--- src/rtl/fetch_unit_pkg.sv ---
// -----------------------------------------------------------------------------
// fetch_unit_pkg
// Shared defaults for the instruction-fetch stage and a helper that sizes the
// prefetch occupancy counter. No ports.
// -----------------------------------------------------------------------------
package fetch_unit_pkg;

  localparam int WORD_SIZE_DEF        = 32;
  localparam int ADDR_WIDTH_DEF       = 32;
  localparam int RESET_VECTOR_DEF     = 0;
  localparam int PC_STEP_DEF          = 4;
  localparam int FETCH_FIFO_DEPTH_DEF = 4;

  // Occupancy counter must represent 0..depth inclusive.
  function automatic int cnt_width(input int depth);
    return $clog2(depth) + 1;
  endfunction

endpackage

--- src/rtl/fetch_unit_if.sv ---
// -----------------------------------------------------------------------------
// fetch_unit_if
// Bundles the instruction-memory bus, the redirect request and the decode
// handshake of the fetch stage. Signal prefixes (o_/i_) are seen from the
// fetch unit.
//   master : fetch unit side
//   slave  : memory / decode / branch-resolution side
// -----------------------------------------------------------------------------
interface fetch_unit_if
  import fetch_unit_pkg::*;
#(
  parameter int WORD_SIZE  = WORD_SIZE_DEF,
  parameter int ADDR_WIDTH = ADDR_WIDTH_DEF,
  parameter int FIFO_DEPTH = FETCH_FIFO_DEPTH_DEF
);

  localparam int CW = cnt_width(FIFO_DEPTH);

  logic                  o_im_req;
  logic [ADDR_WIDTH-1:0] o_im_addr;
  logic [WORD_SIZE-1:0]  i_im_rdata;
  logic                  i_redirect;
  logic [ADDR_WIDTH-1:0] i_redirect_pc;
  logic                  o_valid;
  logic [WORD_SIZE-1:0]  o_instr;
  logic [ADDR_WIDTH-1:0] o_pc;
  logic                  i_ready;
  logic [CW-1:0]         o_count;

  modport master (
    output o_im_req, o_im_addr, o_valid, o_instr, o_pc, o_count,
    input  i_im_rdata, i_redirect, i_redirect_pc, i_ready
  );

  modport slave (
    input  o_im_req, o_im_addr, o_valid, o_instr, o_pc, o_count,
    output i_im_rdata, i_redirect, i_redirect_pc, i_ready
  );

endinterface

--- src/rtl/fetch_unit_sync_fifo.sv ---
// -----------------------------------------------------------------------------
// fetch_unit_sync_fifo
// Single-clock FIFO with power-of-2 depth; pointers carry one extra wrap bit so
// full and empty are distinguished without a separate flag. Flush clears both
// pointers and takes priority over push and pop.
// Ports:
//   i_clk, i_rst_n      clock, async active-low reset
//   i_push, i_data      write strobe and data
//   i_pop               read strobe (head advances)
//   i_flush             discard all entries
//   o_data              head entry (undefined when empty)
//   o_count             occupancy 0..DEPTH
//   o_full, o_empty     status
// -----------------------------------------------------------------------------
module fetch_unit_sync_fifo #(
  parameter int WIDTH = 64,
  parameter int DEPTH = 4
) (
  input  logic                     i_clk,
  input  logic                     i_rst_n,
  input  logic                     i_push,
  input  logic                     i_pop,
  input  logic                     i_flush,
  input  logic [WIDTH-1:0]         i_data,
  output logic [WIDTH-1:0]         o_data,
  output logic [$clog2(DEPTH):0]   o_count,
  output logic                     o_full,
  output logic                     o_empty
);

  localparam int PW = $clog2(DEPTH);

  logic [PW:0]      wr_q, wr_d;
  logic [PW:0]      rd_q, rd_d;
  logic [WIDTH-1:0] mem_q [DEPTH];
  logic             do_push;
  logic             do_pop;

  assign o_count = wr_q - rd_q;
  assign o_empty = (wr_q == rd_q);
  assign o_full  = (o_count == (PW+1)'(DEPTH));
  assign o_data  = mem_q[rd_q[PW-1:0]];

  always_comb begin
    do_push = i_push && !o_full && !i_flush;
    do_pop  = i_pop && !o_empty && !i_flush;
    wr_d    = wr_q;
    rd_d    = rd_q;
    if (i_flush) begin
      wr_d = '0;
      rd_d = '0;
    end else begin
      if (do_push) wr_d = wr_q + 1'b1;
      if (do_pop)  rd_d = rd_q + 1'b1;
    end
  end

  always_ff @(posedge i_clk or negedge i_rst_n) begin
    if (!i_rst_n) begin
      wr_q <= '0;
      rd_q <= '0;
    end else begin
      wr_q <= wr_d;
      rd_q <= rd_d;
    end
  end

  // Storage needs no reset: the head is only observed when non-empty.
  always_ff @(posedge i_clk) begin
    if (do_push) mem_q[wr_q[PW-1:0]] <= i_data;
  end

endmodule

--- src/rtl/fetch_unit.sv ---
// -----------------------------------------------------------------------------
// fetch_unit
// Instruction-fetch stage: issues one request per cycle to a synchronous
// instruction memory (1-cycle read latency) while prefetch credit allows,
// buffers {pc, instr} pairs and presents the oldest pair to decode over a
// valid/ready handshake. A redirect flushes buffered and in-flight fetches
// and restarts fetching at the (aligned) target.
// Ports:
//   i_clk, i_rst_n   clock, async active-low reset
//   bus (master)     o_im_req/o_im_addr/i_im_rdata  memory bus
//                    i_redirect/i_redirect_pc       flush + new PC
//                    o_valid/o_instr/o_pc/i_ready   decode handshake
//                    o_count                        prefetch occupancy
// -----------------------------------------------------------------------------
module fetch_unit
  import fetch_unit_pkg::*;
#(
  parameter int                    WORD_SIZE    = WORD_SIZE_DEF,
  parameter int                    ADDR_WIDTH   = ADDR_WIDTH_DEF,
  parameter logic [ADDR_WIDTH-1:0] RESET_VECTOR = ADDR_WIDTH'(RESET_VECTOR_DEF),
  parameter int                    PC_STEP      = PC_STEP_DEF,
  parameter int                    FIFO_DEPTH   = FETCH_FIFO_DEPTH_DEF
) (
  input  logic         i_clk,
  input  logic         i_rst_n,
  fetch_unit_if.master bus
);

  localparam int                    CW         = cnt_width(FIFO_DEPTH);
  localparam int                    FW         = ADDR_WIDTH + WORD_SIZE;
  localparam logic [ADDR_WIDTH-1:0] STEP       = ADDR_WIDTH'(PC_STEP);
  localparam logic [ADDR_WIDTH-1:0] ALIGN_MASK = ~ADDR_WIDTH'(PC_STEP - 1);

  logic [ADDR_WIDTH-1:0] fetch_pc_q, fetch_pc_d;
  logic [ADDR_WIDTH-1:0] inflight_pc_q, inflight_pc_d;
  logic                  inflight_q, inflight_d;

  logic                  pop;
  logic                  push;
  logic                  req;
  logic [CW:0]           credit;
  logic [CW-1:0]         count;
  logic                  fifo_full;
  logic                  fifo_empty;
  logic [FW-1:0]         head;

  always_comb begin
    pop    = !fifo_empty && bus.i_ready && !bus.i_redirect;
    // Entries held + the response still on its way, minus what leaves now.
    // A new request is allowed only if its response is guaranteed a slot.
    credit = {1'b0, count} + (CW+1)'(inflight_q) - (CW+1)'(pop);
    req    = i_rst_n && !bus.i_redirect && (credit < (CW+1)'(FIFO_DEPTH));
    push   = inflight_q && !bus.i_redirect && !fifo_full;

    fetch_pc_d    = fetch_pc_q;
    inflight_pc_d = inflight_pc_q;
    inflight_d    = 1'b0;
    if (bus.i_redirect) begin
      fetch_pc_d = bus.i_redirect_pc & ALIGN_MASK;
    end else if (req) begin
      fetch_pc_d    = fetch_pc_q + STEP;
      inflight_d    = 1'b1;
      inflight_pc_d = fetch_pc_q;
    end
  end

  always_ff @(posedge i_clk or negedge i_rst_n) begin
    if (!i_rst_n) begin
      fetch_pc_q    <= RESET_VECTOR;
      inflight_pc_q <= '0;
      inflight_q    <= 1'b0;
    end else begin
      fetch_pc_q    <= fetch_pc_d;
      inflight_pc_q <= inflight_pc_d;
      inflight_q    <= inflight_d;
    end
  end

  fetch_unit_sync_fifo #(
    .WIDTH (FW),
    .DEPTH (FIFO_DEPTH)
  ) u_fifo (
    .i_clk   (i_clk),
    .i_rst_n (i_rst_n),
    .i_push  (push),
    .i_pop   (pop),
    .i_flush (bus.i_redirect),
    .i_data  ({inflight_pc_q, bus.i_im_rdata}),
    .o_data  (head),
    .o_count (count),
    .o_full  (fifo_full),
    .o_empty (fifo_empty)
  );

  // Head is forced to zero when empty so decode never sees stale storage.
  assign bus.o_im_req  = req;
  assign bus.o_im_addr = fetch_pc_q;
  assign bus.o_valid   = !fifo_empty;
  assign bus.o_count   = count;
  assign bus.o_pc      = fifo_empty ? '0 : head[FW-1 -: ADDR_WIDTH];
  assign bus.o_instr   = fifo_empty ? '0 : head[WORD_SIZE-1:0];

endmodule

--- src/flat_wrapper.sv ---
// flat-port wrapper written by rule: the top's interface ports become plain ports
module fetch_unit_flat import fetch_unit_pkg::*;
#(
  parameter int                    WORD_SIZE    = WORD_SIZE_DEF,
  parameter int                    ADDR_WIDTH   = ADDR_WIDTH_DEF,
  parameter logic [ADDR_WIDTH-1:0] RESET_VECTOR = ADDR_WIDTH'(RESET_VECTOR_DEF),
  parameter int                    PC_STEP      = PC_STEP_DEF,
  parameter int                    FIFO_DEPTH   = FETCH_FIFO_DEPTH_DEF
)
  (i_clk, i_rst_n, bus_o_im_req, bus_o_im_addr, bus_o_valid, bus_o_instr, bus_o_pc, bus_o_count, bus_i_im_rdata, bus_i_redirect, bus_i_redirect_pc, bus_i_ready);
  fetch_unit_if #(.WORD_SIZE(WORD_SIZE), .ADDR_WIDTH(ADDR_WIDTH), .FIFO_DEPTH(FIFO_DEPTH)) bus_i ();
  input  logic i_clk;
  input  logic i_rst_n;
  output wire logic [$bits(bus_i.o_im_req)-1:0] bus_o_im_req;
  output wire logic [$bits(bus_i.o_im_addr)-1:0] bus_o_im_addr;
  output wire logic [$bits(bus_i.o_valid)-1:0] bus_o_valid;
  output wire logic [$bits(bus_i.o_instr)-1:0] bus_o_instr;
  output wire logic [$bits(bus_i.o_pc)-1:0] bus_o_pc;
  output wire logic [$bits(bus_i.o_count)-1:0] bus_o_count;
  input wire logic [$bits(bus_i.i_im_rdata)-1:0] bus_i_im_rdata;
  input wire logic [$bits(bus_i.i_redirect)-1:0] bus_i_redirect;
  input wire logic [$bits(bus_i.i_redirect_pc)-1:0] bus_i_redirect_pc;
  input wire logic [$bits(bus_i.i_ready)-1:0] bus_i_ready;
  assign bus_o_im_req = bus_i.o_im_req;
  assign bus_o_im_addr = bus_i.o_im_addr;
  assign bus_o_valid = bus_i.o_valid;
  assign bus_o_instr = bus_i.o_instr;
  assign bus_o_pc = bus_i.o_pc;
  assign bus_o_count = bus_i.o_count;
  assign bus_i.i_im_rdata = bus_i_im_rdata;
  assign bus_i.i_redirect = bus_i_redirect;
  assign bus_i.i_redirect_pc = bus_i_redirect_pc;
  assign bus_i.i_ready = bus_i_ready;
  fetch_unit #(.WORD_SIZE(WORD_SIZE), .ADDR_WIDTH(ADDR_WIDTH), .RESET_VECTOR(RESET_VECTOR), .PC_STEP(PC_STEP), .FIFO_DEPTH(FIFO_DEPTH)) u_core (.i_clk(i_clk), .i_rst_n(i_rst_n), .bus(bus_i));
endmodule
--- config.mk ---
export PLATFORM = sky130hd
export DESIGN_NAME = fetch_unit_flat
export DESIGN_NICKNAME = d
export VERILOG_FILES = /design/src/rtl/fetch_unit_pkg.sv /design/src/rtl/fetch_unit_if.sv /design/src/rtl/fetch_unit_sync_fifo.sv /design/src/rtl/fetch_unit.sv /design/src/flat_wrapper.sv
export SDC_FILE = /design/constraint.sdc
export NUM_CORES = 1
export LEC_CHECK = 0
export CAP_MARGIN = 20
export CORE_ASPECT_RATIO = 1.25
export CORE_MARGIN = 4
export CORE_UTILIZATION = 50
export DETAILED_ROUTE_END_ITERATION = 8
export GPL_TIMING_DRIVEN = 0
export PLACE_DENSITY = 0.81
export SYNTH_ARGS = -nofsm -noshare
export SYNTH_HDL_FRONTEND = slang
export SYNTH_HIERARCHICAL = 1
export SYNTH_SLANG_ARGS = --single-unit
--- constraint.sdc ---
create_clock -name i_clk -period 17 [get_ports i_clk]
set_input_delay 2.55 -clock i_clk [delete_from_list [all_inputs] [get_ports i_clk]]
set_output_delay 2.55 -clock i_clk [all_outputs]
set_load 0.01 [all_outputs]
# Yosys cells after proc, flatten, opt, wreduce, memory -nomap -nowiden
# Memory sizes are Yosys's and may differ from the RTL's.
# Cells that the tools add are included.
[word_totals]
mem_bits_rw = 256
input_bits = 68
regBits = 71
word_cells = 45
output_inout_bits = 101
memories = 1
[memory_table]
columns = ["memory", "words", "width", "rd", "rd_clocked_by_memory_dff", "wr", "line_no", "text"]
rows = [
  ["u_core.u_fifo.mem_q", 4, 64, 1, 0, 1, "fetch_unit_sync_fifo.sv:35", "logic [WIDTH-1:0] mem_q [DEPTH];"],
]
[op_classes]
add_sub_neg = 6
bitwise = 1
n_eq_ne = 2
n_reduce_logical = 17
n_lt_le_gt_ge = 1
muxes = 12
[op_table]
columns = ["cell", "count"]
rows = [
  ["32-bit 2-to-1 mux", 4],
  ["32-bit by 3-bit adder with 32-bit output, second input constant", 1],
  ["3-bit 2-to-1 mux", 4],
  ["1-bit logical AND", 10],
  ["3-bit by 1-bit adder with 3-bit output, second input constant", 2],
  ["2-bit nonzero test", 3],
  ["3-bit by 1-bit adder with 4-bit output", 1],
  ["4-bit by 3-bit < comparator with 1-bit output, second input constant", 1],
  ["1-bit 2-to-1 mux", 4],
  ["4-bit by 1-bit subtractor with 4-bit output", 1],
  ["3-bit equality test", 1],
  ["3-bit equality test, second input constant", 1],
  ["1-bit zero test", 3],
  ["3-bit subtractor", 1],
  ["2-bit AND reduction", 1],
  ["1-bit NOT", 1],
]

# Logic depth before layout (Yosys ltp)
[depth]
ltp_word = 9
ltp_mapped = 18
ltp_nobuf = 13

# Cells and area by module
# The synthesis kept the hierarchy.
[modules_own_cells]
columns = ["module", "cells_per_inst", "n_inst", "area_each_um2"]
rows = [
  ["fetch_unit_sync_fifo", 382, 1, 9668.0],
  ["fetch_unit", 361, 1, 3786.1],
]

# Worst setup path before layout
# OpenSTA, ideal clock, no wires.
[synth_timing]
path_kind = "input to register"
startpoint = "input bus_i_redirect"
endpoint = "memory u_core.u_fifo.mem_q[0][0] (enable)"
cell_stages = 5
t_arrival_ps = 8091
path_slack_ps = 8331
required_time_ps = 16422
path_cell_list = "buf_2 -> buf_1 -> nor3_1 -> o21ai_4 -> nor3b_1"
[synth_between]
elab_chain_len = 7
[synth_lines]
columns = ["item", "line_no", "text"]
rows = [
  ["from (decl)", "flat_wrapper.sv:21", "input wire logic [$bits(bus_i.i_redirect)-1:0] bus_i_redirect;"],
  ["1-bit zero test", "fetch_unit.sv:53", "push = inflight_q && !bus.i_redirect && !fifo_full;"],
  ["1-bit logical AND (2 in a row)", "fetch_unit.sv:53", ""],
  ["named net u_core.push", "fetch_unit.sv:39", "logic push;"],
  ["1-bit logical AND (2 in a row)", "fetch_unit_sync_fifo.sv:45", "do_push = i_push && !o_full && !i_flush;"],
  ["1-bit 2-to-1 mux", "fetch_unit_sync_fifo.sv:70", "if (do_push) mem_q[wr_q[PW-1:0]] <= i_data;"],
  ["1-bit 2-to-1 mux (not written as such)", "fetch_unit_sync_fifo.sv:70", ""],
  ["to (decl)", "fetch_unit_sync_fifo.sv:35", ""],
]
# The timed path passes the listed nets, and every way through them passes these cells.

# Worst setup path in the final report
[layout_timing]
startpoint = "input bus_i_redirect"
endpoint = "output bus_o_im_req"
[layout_between]
elab_chain_len = 5
elab_cells_between_ends = 6
[layout_lines]
columns = ["item", "line_no", "text"]
rows = [
  ["1-bit zero test", "fetch_unit.sv:48", "pop = !fifo_empty && bus.i_ready && !bus.i_redirect;"],
  ["1-bit logical AND", "fetch_unit.sv:48", ""],
  ["named net u_core.pop", "fetch_unit.sv:38", "logic pop;"],
  ["4-bit by 1-bit subtractor with 4-bit output", "fetch_unit.sv:51", "credit = {1'b0, count} + (CW+1)'(inflight_q) - (CW+1)'(pop);"],
  ["4-bit by 3-bit < comparator with 1-bit output", "fetch_unit.sv:52", "req = i_rst_n && !bus.i_redirect && (credit < (CW+1)'(FIFO_DEPTH));"],
  ["1-bit logical AND", "fetch_unit.sv:52", ""],
  ["to (decl)", "flat_wrapper.sv:14", "output wire logic [$bits(bus_i.o_im_req)-1:0] bus_o_im_req;"],
]
# The timed path passes the listed nets, and every way through them passes these cells.

==> impl_metrics.toml <==
[hold_path]
holdCritStartpoint = "u_core/inflight_pc_q[11]"
hold_path.class = "flip-flop to flip-flop"

[setup_path]
path_class = "input pin to primary output"
worst_path_largest_cell_delay_ps = 490
crit_arrival_ps = 6260
crit_buf_inv = 7
worstPathCellList = "clkdlybuf4s50_1, buf_2, buf_1, nor3b_1, ha_1, inv_1, ha_1, and3b_1, o21ai_1, buf_4, nand2_2, buf_4, clkdlybuf4s50_1"
r2r-start = "u_core/u_fifo/rd_q[1]"
cp_slowest_cell = "clkdlybuf4s50_1"
start_kind = "input pin"
end_kind = "primary output"
critPathMaxFanout = 10
critPathTopFamily = "buffers and inverters"
crit_path_start = "bus_i_redirect"
critPathRequiredTime_ps = 14450

[timing]
rsz0062_at_grt = "no"
worstMarginPinSlew_ps = 873
finalSetupViolations = 0
max_freq_mhz = 113
tns_ps = 0
finalCritPeriodShare = 0.518
finalCriticalPeriod_ps = 8810
finClkSkew_ps = 9.79
finalHoldViolations = 0
drv_slew = 0
slew_headroom = 0.418

[floorplanning]
core_um2 = 26300
top_level_ports = 169
die_area_um2 = 29600
die_h_um = 191
die_w_um = 155
start_util = 0.512
rows = 66

[outcome]
status = "complete, no violations"

[synthesis]
ys_types = 49
synth-edff-count = 256
synthesis.yosys.warnings = 6
netlist_area_um2 = 13500
synth_ff_type = "edfxtp_1"
synth.ff_latch_count = 323
async_flop_share = 0.207
syn_area_per_cell_um2 = 18.1
synth_cells = 743
yosysSeqAreaShare = 0.696

[clock_tree]
clockRootBuffer = "clkbuf_16"
numCtsBuffers = 30
htree_num_levels = 1
cts_tree = "built"
clk_latency_ps = 550
post-cts-setup-buffer-count = 0
clkTransAtPathRegs_ps = 60
clk_path_buf_depth = 3
holdBufCountCts = 0
cts_sinks = 323
cts_resized = 0

[grt]
overflow = 0
antenna_found_initial = 0
grtUsageTotal = 0.194
grt_pass1_wl_mm = 45.0
grt_max_degree = 72
grt_pass1_vias = 7998

[pwr]
p_int_uw = 1360
p_switching_uw = 368
pwr-share-seq = 0.541
vdd_drop_max_v = 0.0000711
leakagePower_uw = 0.00570
p_clk_frac = 0.383
powerDensity_nw_per_um2 = 102
combPwrFrac = 0.076
netSwitchingFraction = 0.213
finalPower_uw = 1730

[cells_and_area]
fin_area_um2 = 16900
fin_cells = 1341
fill_cells = 1844
synthToLayoutAreaGrowth_pct = 25.7
nets = 1057
multi_input_area_um2 = 3880
final_util = 0.644
antenna_cells = 0
drive_gt1_frac = 0.230
ff_latch_area_um2 = 9360

[job]
maxCapViolations = 0

[place]
placed_cell_area_um2 = 15900
dp_cells = 1285
dp_hpwl_mm = 20.0
routabilityCongestion = 0.866
numPortBuffers = 164

[route]
vias = 7388
avgViaCountPerCell = 5.51
drc = 0
drt_iter0_drc = 464
ant_nets = 0
wl_per_cell_um = 21.1
dr.pass1.iters = 5
finalWirelength_mm = 28.2
==> cell families (layout without fill, tap and decap cells) <==
logic type,Yosys count,count (layout),synth area share
flops,323,323,0.696
simple gates,155,155,0.0696
mux,106,106,0.142
buf+inv,56,305,0.0193
compound gates,55,55,0.0365
xor+xnor,35,35,0.0246
fa+ha+maj,12,12,0.0117
other cells,1,10,0.000279
==> per-stage QoR <==
stage	setup slack [ps]	hold slack [ps]
6_report	8190	517
2_1_floorplan	8330	469
3_5_place_dp	8220	503
4_1_cts	8200	518
5_1_grt	7970	537
3_3_place_gp	3750	487
==> routing by layer <==
layer	GRT usage	share of wire	up-vias
li1	-	-	3348
met2	0.343	0.52	257
met4	0.0578	0.025	0
met5	0	0	-
met1	0.254	0.40	3733
met3	0.0251	0.055	50
==> synthesized netlist by cell type (9+ instances only) <==
master | count | area, µm²
a2111oi_2 | 13 | 195
buf_2 | 16 | 80.1
clkbuf_1 | 16 | 60.1
dfrtp_1 | 67 | 1680
edfxtp_1 | 256 | 7690
ha_1 | 11 | 138
inv_1 | 14 | 52.6
mux2_2 | 37 | 417
mux4_2 | 64 | 1440
nand2_1 | 33 | 124
nand3_1 | 15 | 75.1
nor2b_1 | 64 | 400
o21ai_0 | 9 | 45.0
o21ai_1 | 14 | 70.1
xnor2_1 | 20 | 175
xor2_1 | 13 | 114
==> power by group through the flow <==
stage | Combinational (µW) | Sequential, µW | Clock (µW)
floorplan | 60.9 | 941 | 0
global placement | 127 | 948 | 0
detailed placement | 132 | 950 | 0
CTS | 133 | 934 | 678
global route | 143 | 939 | 714
finish | 132 | 934 | 662
==> state kept, by name (all words and copies together) (netlist names) <==
register              flops
u_core/u_fifo/wr_q        3
u_core/u_fifo/mem_q     256
u_core/bus.o_im_addr     30
u_core/inflight_pc_q     30
u_core/u_fifo/rd_q        3
u_core/inflight_q         1
==> final cells by class <==
cell class	instances	area share
inverter	14	0.00311
clock inverter	13	0.00659
multi-input combinational	373	0.230
sequential	323	0.554
tap	340	0.0252
buffer	42	0.0123
timing repair buffer	193	0.117
clock buffer	43	0.0522
==> layout by cell type (no fill, tap or decap), drive strengths merged, types with 2 or more instances in the layout <==
cell type / Yosys / final
a2111oi: 15 / 15
nor2b: 64 / 64
dfrtp: 67 / 67
conb: 1 / 10
nand2: 34 / 34
and4: 6 / 6
nand4b: 3 / 3
clkbuf: 16 / 59
ha: 11 / 11
nand3: 15 / 15
inv: 14 / 14
edfxtp: 256 / 256
mux4: 64 / 64
xnor2: 20 / 20
clkinv: 0 / 10
buf: 26 / 56
a21oi: 4 / 4
nor3: 2 / 2
and4bb: 3 / 3
nand4: 7 / 7
bufinv: 0 / 2
nor3b: 5 / 5
mux2i: 3 / 3
a211oi: 9 / 9
xor2: 14 / 14
clkdlybuf4s50: 0 / 163
and3: 4 / 4
nor2: 7 / 7
o211ai: 2 / 2
o21ai: 24 / 24
mux2: 39 / 39
==> worst reg2reg max path: cells and delay by family (launching register included) <==
| family | cells | cell delay (ps) |
|---|---|---|
| buffers and inverters | 7 | 1990 |
| multiplexers | 1 | 370 |
| AO/OA/AOI/OAI | 1 | 410 |
| AND/OR/NAND/NOR | 5 | 1030 |
| flip-flops | 1 | 420 |
| adder cells (fa/ha/maj) | 3 | 810 |
==> final timing paths <==
kind                                                   end  slack, ps  cells after the start
worst min-delay path            u_core/u_fifo/mem_q[2][43]        520                      0
max in group asynchronous            u_core/u_fifo/wr_q[0]      14310                      1
worst max register to register    u_core/inflight_pc_q[14]      11850                     17
worst min register to register  u_core/u_fifo/mem_q[2][43]        520                      0
min in group asynchronous          u_core/bus.o_im_addr[7]       2130                      1
worst max-delay path                          bus_o_im_req       8190                     13
No activity file was read; power rests on OpenSTA's default activity.
